--- config.mk ---
export PLATFORM = sky130hd
export DESIGN_NAME = spi_txn_sched_flat
export DESIGN_NICKNAME = d
export VERILOG_FILES = /design/src/rtl/spi_ctrl_pkg.sv /design/src/rtl/spi_txn_sched_if.sv /design/src/rtl/spi_rr_arbiter.sv /design/src/rtl/spi_txn_sched.sv /design/src/flat_wrapper.sv
export SDC_FILE = /design/constraint.sdc
export NUM_CORES = 1
export LEC_CHECK = 0
export BUFFER_PORTS_ARGS = -buffer_cell sky130_fd_sc_hd__buf_2
export CORE_UTILIZATION = 52
export DETAILED_ROUTE_END_ITERATION = 7
export GPL_TIMING_DRIVEN = 0
export PLACE_DENSITY_LB_ADDON = 0.3
export REMOVE_ABC_BUFFERS = 1
export SKIP_LAST_GASP = 1
export SLEW_MARGIN = 20
export SYNTH_ARGS = -nofsm -noshare
export SYNTH_HDL_FRONTEND = slang
export SYNTH_HIERARCHICAL = 1
export SYNTH_SLANG_ARGS = --single-unit
--- constraint.sdc ---
create_clock -name clk -period 3.53 [get_ports clk]
set_input_delay 0.1765 -clock clk [delete_from_list [all_inputs] [get_ports clk]]
set_output_delay 0.1765 -clock clk [all_outputs]
set_load 0.005 [all_outputs]
--- src/rtl/spi_ctrl_pkg.sv ---
// Shared types and helpers for the SPI transaction scheduler and its arbiter.
package spi_ctrl_pkg;

    localparam int unsigned MAX_REQ  = 8;
    localparam int unsigned RR_IDX_W = 3;

    typedef enum logic [2:0] {
        IDLE,
        SETUP,
        LOAD,
        XFER,
        GAP,
        HOLD,
        DONE
    } sched_state_t;

    // First set bit of mask strictly after 'last', wrapping modulo n; returns last if mask is empty.
    function automatic logic [RR_IDX_W-1:0] next_rr(input logic [MAX_REQ-1:0]  mask,
                                                      input logic [RR_IDX_W-1:0] last,
                                                      input int unsigned         n);
        logic [RR_IDX_W-1:0] pick;
        logic [RR_IDX_W-1:0] cand;
        logic                found;
        pick  = last;
        found = 1'b0;
        for (int unsigned i = 1; i <= MAX_REQ; i++) begin
            cand = RR_IDX_W'((32'(last) + i) % n);
            if (!found && (i <= n) && mask[cand]) begin
                pick  = cand;
                found = 1'b1;
            end
        end
        return pick;
    endfunction

endpackage

--- src/rtl/spi_txn_sched_if.sv ---
// Client-side request bus plus byte-master control/status for the transaction scheduler.
interface spi_txn_sched_if #(
    parameter int unsigned NUM_REQ = 4,
    parameter int unsigned LEN_W   = 4
);
    localparam int unsigned IDW = $clog2(NUM_REQ);

    logic [NUM_REQ-1:0]       req_valid;
    logic [NUM_REQ*LEN_W-1:0] req_len;
    logic [NUM_REQ*8-1:0]     req_tx_data;
    logic [NUM_REQ-1:0]       req_ack;
    logic [NUM_REQ-1:0]       tx_pop;
    logic                     rx_valid;
    logic [7:0]               rx_data;
    logic [IDW-1:0]           rx_id;
    logic [NUM_REQ-1:0]       txn_done;
    logic                     busy;
    logic [NUM_REQ-1:0]       dev_cs_n;
    logic                     eng_en;
    logic [7:0]               eng_tx_data;
    logic                     eng_done;
    logic [7:0]               eng_rx_data;

    // Scheduler side.
    modport slave (
        input  req_valid, req_len, req_tx_data, eng_done, eng_rx_data,
        output req_ack, tx_pop, rx_valid, rx_data, rx_id, txn_done, busy,
               dev_cs_n, eng_en, eng_tx_data
    );

    // Client / byte-master side.
    modport master (
        output req_valid, req_len, req_tx_data, eng_done, eng_rx_data,
        input  req_ack, tx_pop, rx_valid, rx_data, rx_id, txn_done, busy,
               dev_cs_n, eng_en, eng_tx_data
    );

endinterface

--- src/rtl/spi_rr_arbiter.sv ---
// Stateless round-robin arbiter; the caller owns the last-grant register.
module spi_rr_arbiter
    import spi_ctrl_pkg::*;
#(
    parameter int unsigned NUM_REQ = 4,
    parameter int unsigned IDW     = $clog2(NUM_REQ)
) (
    input  logic [NUM_REQ-1:0] req_i,
    input  logic [IDW-1:0]     last_i,
    output logic [NUM_REQ-1:0] gnt_oh_o_c,
    output logic [IDW-1:0]     gnt_idx_o_c,
    output logic               gnt_any_o_c
);

    logic [RR_IDX_W-1:0] pick;

    always_comb begin
        pick        = next_rr(MAX_REQ'(req_i), RR_IDX_W'(last_i), NUM_REQ);
        gnt_any_o_c = |req_i;
        gnt_idx_o_c = IDW'(pick);
        gnt_oh_o_c  = gnt_any_o_c ? (NUM_REQ'(1) << pick) : '0;
    end

endmodule

--- src/rtl/spi_txn_sched.sv ---
// Round-robin multi-client transaction scheduler driving a single SPI byte master,
// holding the winner's chip select low across its whole multi-byte transfer.
module spi_txn_sched
    import spi_ctrl_pkg::*;
#(
    parameter int unsigned NUM_REQ  = 4,
    parameter int unsigned MAX_LEN  = 16,
    parameter int unsigned LEN_W    = $clog2(MAX_LEN),
    parameter int unsigned CS_GUARD = 2
) (
    input  logic           clk,
    input  logic           rst,
    spi_txn_sched_if.slave bus
);

    localparam int unsigned   IDW        = $clog2(NUM_REQ);
    localparam int unsigned   CW         = LEN_W + 1;
    localparam int unsigned   GW         = $clog2(CS_GUARD + 1);
    localparam logic [GW-1:0] GUARD_LAST = GW'(CS_GUARD - 1);

    sched_state_t       state_q, state_d;
    logic [IDW-1:0]     gid_q, gid_d;
    logic [IDW-1:0]     last_q, last_d;
    logic [LEN_W-1:0]   len_q, len_d;
    logic [CW-1:0]      cnt_q, cnt_d;
    logic [GW-1:0]      guard_q, guard_d;
    logic [NUM_REQ-1:0] cs_n_q, cs_n_d;
    logic [NUM_REQ-1:0] ack_q, ack_d;
    logic [NUM_REQ-1:0] pop_q, pop_d;
    logic [NUM_REQ-1:0] done_q, done_d;
    logic               eng_en_q, eng_en_d;
    logic               rx_valid_q, rx_valid_d;
    logic               busy_q, busy_d;
    logic [7:0]         eng_tx_q, eng_tx_d;
    logic [7:0]         rx_data_q, rx_data_d;
    logic [IDW-1:0]     rx_id_q, rx_id_d;

    logic [LEN_W-1:0]   len_a [NUM_REQ];
    logic [7:0]         txd_a [NUM_REQ];
    logic [NUM_REQ-1:0] gnt_oh;
    logic [NUM_REQ-1:0] gid_oh;
    logic [IDW-1:0]     gnt_idx;
    logic               gnt_any;

    // Per-requester views of the flattened request fields.
    for (genvar i = 0; i < NUM_REQ; i++) begin : g_unpack
        assign len_a[i] = bus.req_len[i*LEN_W +: LEN_W];
        assign txd_a[i] = bus.req_tx_data[i*8 +: 8];
    end

    spi_rr_arbiter #(
        .NUM_REQ (NUM_REQ)
    ) u_arb (
        .req_i       (bus.req_valid),
        .last_i      (last_q),
        .gnt_oh_o_c  (gnt_oh),
        .gnt_idx_o_c (gnt_idx),
        .gnt_any_o_c (gnt_any)
    );

    assign gid_oh = NUM_REQ'(1) << gid_q;

    always_comb begin
        state_d    = state_q;
        gid_d      = gid_q;
        last_d     = last_q;
        len_d      = len_q;
        cnt_d      = cnt_q;
        guard_d    = guard_q;
        cs_n_d     = cs_n_q;
        eng_en_d   = eng_en_q;
        eng_tx_d   = eng_tx_q;
        rx_data_d  = rx_data_q;
        rx_id_d    = rx_id_q;
        ack_d      = '0;
        pop_d      = '0;
        done_d     = '0;
        rx_valid_d = 1'b0;

        unique case (state_q)
            IDLE: begin
                if (gnt_any) begin
                    gid_d   = gnt_idx;
                    len_d   = len_a[gnt_idx];
                    cnt_d   = '0;
                    guard_d = '0;
                    ack_d   = gnt_oh;
                    cs_n_d  = ~gnt_oh;
                    state_d = SETUP;
                end
            end
            SETUP: begin
                if (guard_q == GUARD_LAST) begin
                    guard_d = '0;
                    state_d = LOAD;
                end else begin
                    guard_d = guard_q + GW'(1);
                end
            end
            LOAD: begin
                eng_tx_d = txd_a[gid_q];
                pop_d    = gid_oh;
                eng_en_d = 1'b1;
                state_d  = XFER;
            end
            XFER: begin
                if (bus.eng_done) begin
                    rx_data_d  = bus.eng_rx_data;
                    rx_id_d    = gid_q;
                    rx_valid_d = 1'b1;
                    eng_en_d   = 1'b0;
                    if (cnt_q == {1'b0, len_q}) begin
                        guard_d = '0;
                        state_d = HOLD;
                    end else begin
                        cnt_d   = cnt_q + CW'(1);
                        state_d = GAP;
                    end
                end
            end
            // Extra idle cycle so the byte master sees eng_en low long enough to rearm.
            GAP: begin
                state_d = LOAD;
            end
            HOLD: begin
                if (guard_q == GUARD_LAST) begin
                    guard_d = '0;
                    state_d = DONE;
                end else begin
                    guard_d = guard_q + GW'(1);
                end
            end
            DONE: begin
                cs_n_d  = '1;
                done_d  = gid_oh;
                last_d  = gid_q;
                state_d = IDLE;
            end
            default: begin
                cs_n_d   = '1;
                eng_en_d = 1'b0;
                state_d  = IDLE;
            end
        endcase

        busy_d = (state_d != IDLE);
    end

    always_ff @(posedge clk) begin
        if (rst) begin
            state_q    <= IDLE;
            gid_q      <= '0;
            last_q     <= IDW'(NUM_REQ - 1);
            len_q      <= '0;
            cnt_q      <= '0;
            guard_q    <= '0;
            cs_n_q     <= '1;
            ack_q      <= '0;
            pop_q      <= '0;
            done_q     <= '0;
            eng_en_q   <= 1'b0;
            rx_valid_q <= 1'b0;
            busy_q     <= 1'b0;
            eng_tx_q   <= '0;
            rx_data_q  <= '0;
            rx_id_q    <= '0;
        end else begin
            state_q    <= state_d;
            gid_q      <= gid_d;
            last_q     <= last_d;
            len_q      <= len_d;
            cnt_q      <= cnt_d;
            guard_q    <= guard_d;
            cs_n_q     <= cs_n_d;
            ack_q      <= ack_d;
            pop_q      <= pop_d;
            done_q     <= done_d;
            eng_en_q   <= eng_en_d;
            rx_valid_q <= rx_valid_d;
            busy_q     <= busy_d;
            eng_tx_q   <= eng_tx_d;
            rx_data_q  <= rx_data_d;
            rx_id_q    <= rx_id_d;
        end
    end

    assign bus.req_ack     = ack_q;
    assign bus.tx_pop      = pop_q;
    assign bus.txn_done    = done_q;
    assign bus.dev_cs_n    = cs_n_q;
    assign bus.eng_en      = eng_en_q;
    assign bus.eng_tx_data = eng_tx_q;
    assign bus.rx_valid    = rx_valid_q;
    assign bus.rx_data     = rx_data_q;
    assign bus.rx_id       = rx_id_q;
    assign bus.busy        = busy_q;

endmodule

--- src/flat_wrapper.sv ---
// flat-port wrapper written by rule: the top's interface ports become plain ports
module spi_txn_sched_flat import spi_ctrl_pkg::*;
#(
    parameter int unsigned NUM_REQ  = 4,
    parameter int unsigned MAX_LEN  = 16,
    parameter int unsigned LEN_W    = $clog2(MAX_LEN),
    parameter int unsigned CS_GUARD = 2
)
  (clk, rst, bus_req_valid, bus_req_len, bus_req_tx_data, bus_eng_done, bus_eng_rx_data, bus_req_ack, bus_tx_pop, bus_rx_valid, bus_rx_data, bus_rx_id, bus_txn_done, bus_busy, bus_dev_cs_n, bus_eng_en, bus_eng_tx_data);
  spi_txn_sched_if #(.NUM_REQ(NUM_REQ), .LEN_W(LEN_W)) bus_i ();
  input  logic clk;
  input  logic rst;
  input wire logic [$bits(bus_i.req_valid)-1:0] bus_req_valid;
  input wire logic [$bits(bus_i.req_len)-1:0] bus_req_len;
  input wire logic [$bits(bus_i.req_tx_data)-1:0] bus_req_tx_data;
  input wire logic [$bits(bus_i.eng_done)-1:0] bus_eng_done;
  input wire logic [$bits(bus_i.eng_rx_data)-1:0] bus_eng_rx_data;
  output wire logic [$bits(bus_i.req_ack)-1:0] bus_req_ack;
  output wire logic [$bits(bus_i.tx_pop)-1:0] bus_tx_pop;
  output wire logic [$bits(bus_i.rx_valid)-1:0] bus_rx_valid;
  output wire logic [$bits(bus_i.rx_data)-1:0] bus_rx_data;
  output wire logic [$bits(bus_i.rx_id)-1:0] bus_rx_id;
  output wire logic [$bits(bus_i.txn_done)-1:0] bus_txn_done;
  output wire logic [$bits(bus_i.busy)-1:0] bus_busy;
  output wire logic [$bits(bus_i.dev_cs_n)-1:0] bus_dev_cs_n;
  output wire logic [$bits(bus_i.eng_en)-1:0] bus_eng_en;
  output wire logic [$bits(bus_i.eng_tx_data)-1:0] bus_eng_tx_data;
  assign bus_i.req_valid = bus_req_valid;
  assign bus_i.req_len = bus_req_len;
  assign bus_i.req_tx_data = bus_req_tx_data;
  assign bus_i.eng_done = bus_eng_done;
  assign bus_i.eng_rx_data = bus_eng_rx_data;
  assign bus_req_ack = bus_i.req_ack;
  assign bus_tx_pop = bus_i.tx_pop;
  assign bus_rx_valid = bus_i.rx_valid;
  assign bus_rx_data = bus_i.rx_data;
  assign bus_rx_id = bus_i.rx_id;
  assign bus_txn_done = bus_i.txn_done;
  assign bus_busy = bus_i.busy;
  assign bus_dev_cs_n = bus_i.dev_cs_n;
  assign bus_eng_en = bus_i.eng_en;
  assign bus_eng_tx_data = bus_i.eng_tx_data;
  spi_txn_sched #(.NUM_REQ(NUM_REQ), .MAX_LEN(MAX_LEN), .LEN_W(LEN_W), .CS_GUARD(CS_GUARD)) u_core (.clk(clk), .rst(rst), .bus(bus_i));
endmodule
==> metrics.md <==
| Metric | Value |
|---|---|
| Synth Register Bits | 55 |
| Row count | 24 |
| Total GRT Usage | between 20% and 30% |
| Routability congestion estimate from global placement | 0.7589 |
| Input/output buffers | 99 |
| Critical path class | reg2reg |
| Fillers | 364 |
| Period utilization | 63.35% |
| Synth cell count leaders | nand2_1 (66), dfxtp_1 (55), a21oi_1 (34) |
| Clock Pin Slew Worst Setup and Hold Paths | 0.11 ns |
| Rel. slew slack | 45.35% |
| Ys Warns | 6 |
| Nets | 442 |
| Final std cells w/o fill | ~430 |
| Top cells by area, synth | dfxtp_1 (44%), mux4_2 (11%), nand2_1 (9.9%) |
| Setup-failing EPs final | 0 |
| Final hold violation count | 0 |
| Critical Path RT | around 3.8 ns |
| Cell chain of the critical path | nand4b_1 > nand2_2 > nand4_1 > or3_1 > a21oi_1 |
| Horiz. Die Dim | approximately 72 um |
| Die span in y | 71.51 um |
| Worst hold path depth | 3 |
| R2R setup slack | around 1.3 ns |
| Wire per inst | between 10 and 15 um |
| CP max-delay cell | dfxtp_1 |
| Fin. max-slew vios | 0 |
| Ant. Diodes | 0 |
| Cts repair resizes | 0 |
| Leakage | between 1 and 1.5 nW |
| Crit path DAT | ~2.5 ns |
| Top sig layer | met4 |
| M1 WL | 2494 um |
| Total of max-cap violations | 0 |
| Critical path fanouts, max | 22 |
| Status | completed |
| Slew at the pin closest to its max-slew limit | about 0.82 ns |
| DP HPWL | 4111 um |
| Slowest stage delay, CP | 0.74 ns |
| Vias | 2367 |
| Number of synthesized flops with an enable pin | 0 |
| Crit path time final | 2.236 ns |
| Number of global-route vias before repair | 2198 |
| Post-Syn Area | roughly 2500 um2 |
| Inst Count DP | 423 |
| Total gr overflow | 0 |
| CP endpoint kind | flip-flop |
| CTS Buf Count | 5 |
| Post-CTS Hold Fix Bufs | 0 |
| Async set-reset flop share out of synthesis | 0% |
| Most common cell in the synthesized netlist | nand2_1 |
| Detailed Routing Iterations Pass 1 | 4 |
| Detailed-route DRC error count | 0 |
| Wire length on met3 | 300 um |
| RSZ-0062 raised after global routing | no |
| Vias per inst | 5.492 |
| Syn-to-layout area delta | 24.95% |
| Leading area contributor after synthesis | dfxtp_1 |
| Initial antenna violation count | 0 |
| Setup Skew | about 0.017 ns |
| CTS H-tree lvls | 2 |
| Share of cells above drive strength 1 | about a third |
| Hold Path Class | in2reg |
| Clk sinks | 55 |
| Setup TNS | 0 ns |
| Clk_lat worst skew | 0.31 ns |
| Post-Syn Area per Cell | between 8 and 9 um2 |
| Worst Path Buf+Inv | 0 |
| Achievable Freq | roughly 0.45 GHz |
| Initial core utilization | 55.78% |
| Post-route ant nets | 0 |
| CP Launch Type | flip-flop |
| Post-CTS setup buffer count | 0 |
| Core area | 4504 um2 |
| Pwr/cell area | 408.7 nW/um2 |
| # IOs | 100 |
| Synth Instances | between 200 and 300 |
| Root buf cell | clkbuf_8 |
| Global-route wire length before repair | around 9200 um |
| Crit path max-delay family | simple AND/OR/NAND/NOR gates |
| Ys flop type | dfxtp_1 |
| Final core utilization | a little over two thirds |
| Post-synthesis sequential area ratio | a little over two fifths |
| Drt total wl | 5677 um |
| Worst path depth | 5 |
| DR iter-0 viols | 74 |
| Unique masters post-synth | 38 |
| Max Root-Sink Buffers | 2 |
| Met2 wire length | roughly 2800 um |
| CTS tree | built |
| Largest net degree at the start of global routing | 44 |
| Maximum vdd ir drop | 424.9 uV |
| Share of the synthesized area in the top cell type | 43.82% |
| R2R cell count | 5 |
| Die ar. | just over 5000 um2 |
## through the flow
step	area [um2]	power [mW]	worst slack (ns)	hold slack [ns]
after floorplan	2444	0.7962	1.520	0.2456
after global placement	3004	0.8710	1.251	0.4187
after detailed placement	3015	0.8777	1.207	0.4228
after CTS	3132	1.293	1.178	0.08223
after global routing	3139	1.342	1.079	0.09629
final	3139	1.283	1.294	0.08955
## worst register-to-register path: stages, from the launching register on
cell and delay [ns]:
dfxtp_1 0.74, nand4b_1 0.62, nand2_2 0.24, nand4_1 0.12, or3_1 0.32, a21oi_1 0.14
## cell usage in the layout, fill, tap and decap left out, types with 3 or more instances in the layout
cell / Yosys / routed
nor2b_1: 7 / 7
nor2_1: 18 / 18
a21oi_1: 34 / 34
o22ai_1: 4 / 4
and2_1: 5 / 5
nand2_1: 66 / 66
or3_1: 4 / 4
clkbuf_8: 0 / 5
xnor2_1: 3 / 3
inv_1: 4 / 4
buf_2: 4 / 99
nor3_1: 6 / 5
nand2b_1: 8 / 8
mux4_2: 12 / 12
nand3_1: 5 / 5
dfxtp_1: 55 / 55
o21ai_0: 11 / 11
## routing by layer
metal / vias to the layer above / global-route usage [%]
li1: 1196 / -
met1: 1089 / 25.65
met2: 78 / 42.43
met3: 4 / 4.219
met4: 0 / 5.882
met5: - / 0
## area by class of cell
type | instances | area (um2) | area share (%)
sequential | 55 | 1101 | 35.07
clock inverter | 3 | 47.55 | 1.515
timing repair buffer | 99 | 495.5 | 15.78
inverter | 4 | 15.01 | 0.4783
tap | 52 | 65.06 | 2.073
multi-input combinational | 213 | 1346 | 42.89
clock buffer | 5 | 68.82 | 2.192
## kinds of logic (layout without fill, tap and decap cells)
logic type,after synthesis,count (layout),share of synthesized area [%]
buffers and inverters,21,111,3.337
DFF,55,55,43.82
adders and majority gates,1,1,0.4979
xor gates and xnor gates,4,4,1.395
and+or+nand+nor,130,130,24.05
AOI/OAI and AO/OA,63,63,14.89
muxes,15,15,12.00
## flip-flops by register name, summed over array words and instances, names as in the netlist
name	count
u_core/bus.eng_tx_data	8
u_core/bus.rx_data	8
u_core/cnt_q	5
u_core/bus.dev_cs_n	4
u_core/bus.req_ack	4
u_core/bus.tx_pop	4
u_core/bus.txn_done	4
u_core/len_q	4
u_core/state_q	3
u_core/bus.rx_id	2
u_core/gid_q	2
u_core/guard_q	2
u_core/last_q	2
u_core/bus.busy	1
u_core/bus.eng_en	1
u_core/bus.rx_valid	1
## final timing paths
| check | end | from |
|---|---|---|
| setup reg to reg | u_core/cnt_q[4] | u_core/state_q[1] |
| setup / recovery | u_core/cnt_q[4] | u_core/state_q[1] |
| hold / removal | u_core/bus.rx_data[1] | bus_eng_rx_data[1] |
| hold reg to reg | u_core/bus.eng_tx_data[3] | u_core/bus.eng_tx_data[3] |
## power by group
part           internal, mW  switching, mW  leakage, nW
clock network         0.215          0.203       0.0587
registers             0.641         0.0313        0.446
logic                0.0985         0.0944        0.846
total                 0.954          0.328         1.35
Power figures use the tool's default switching activity.
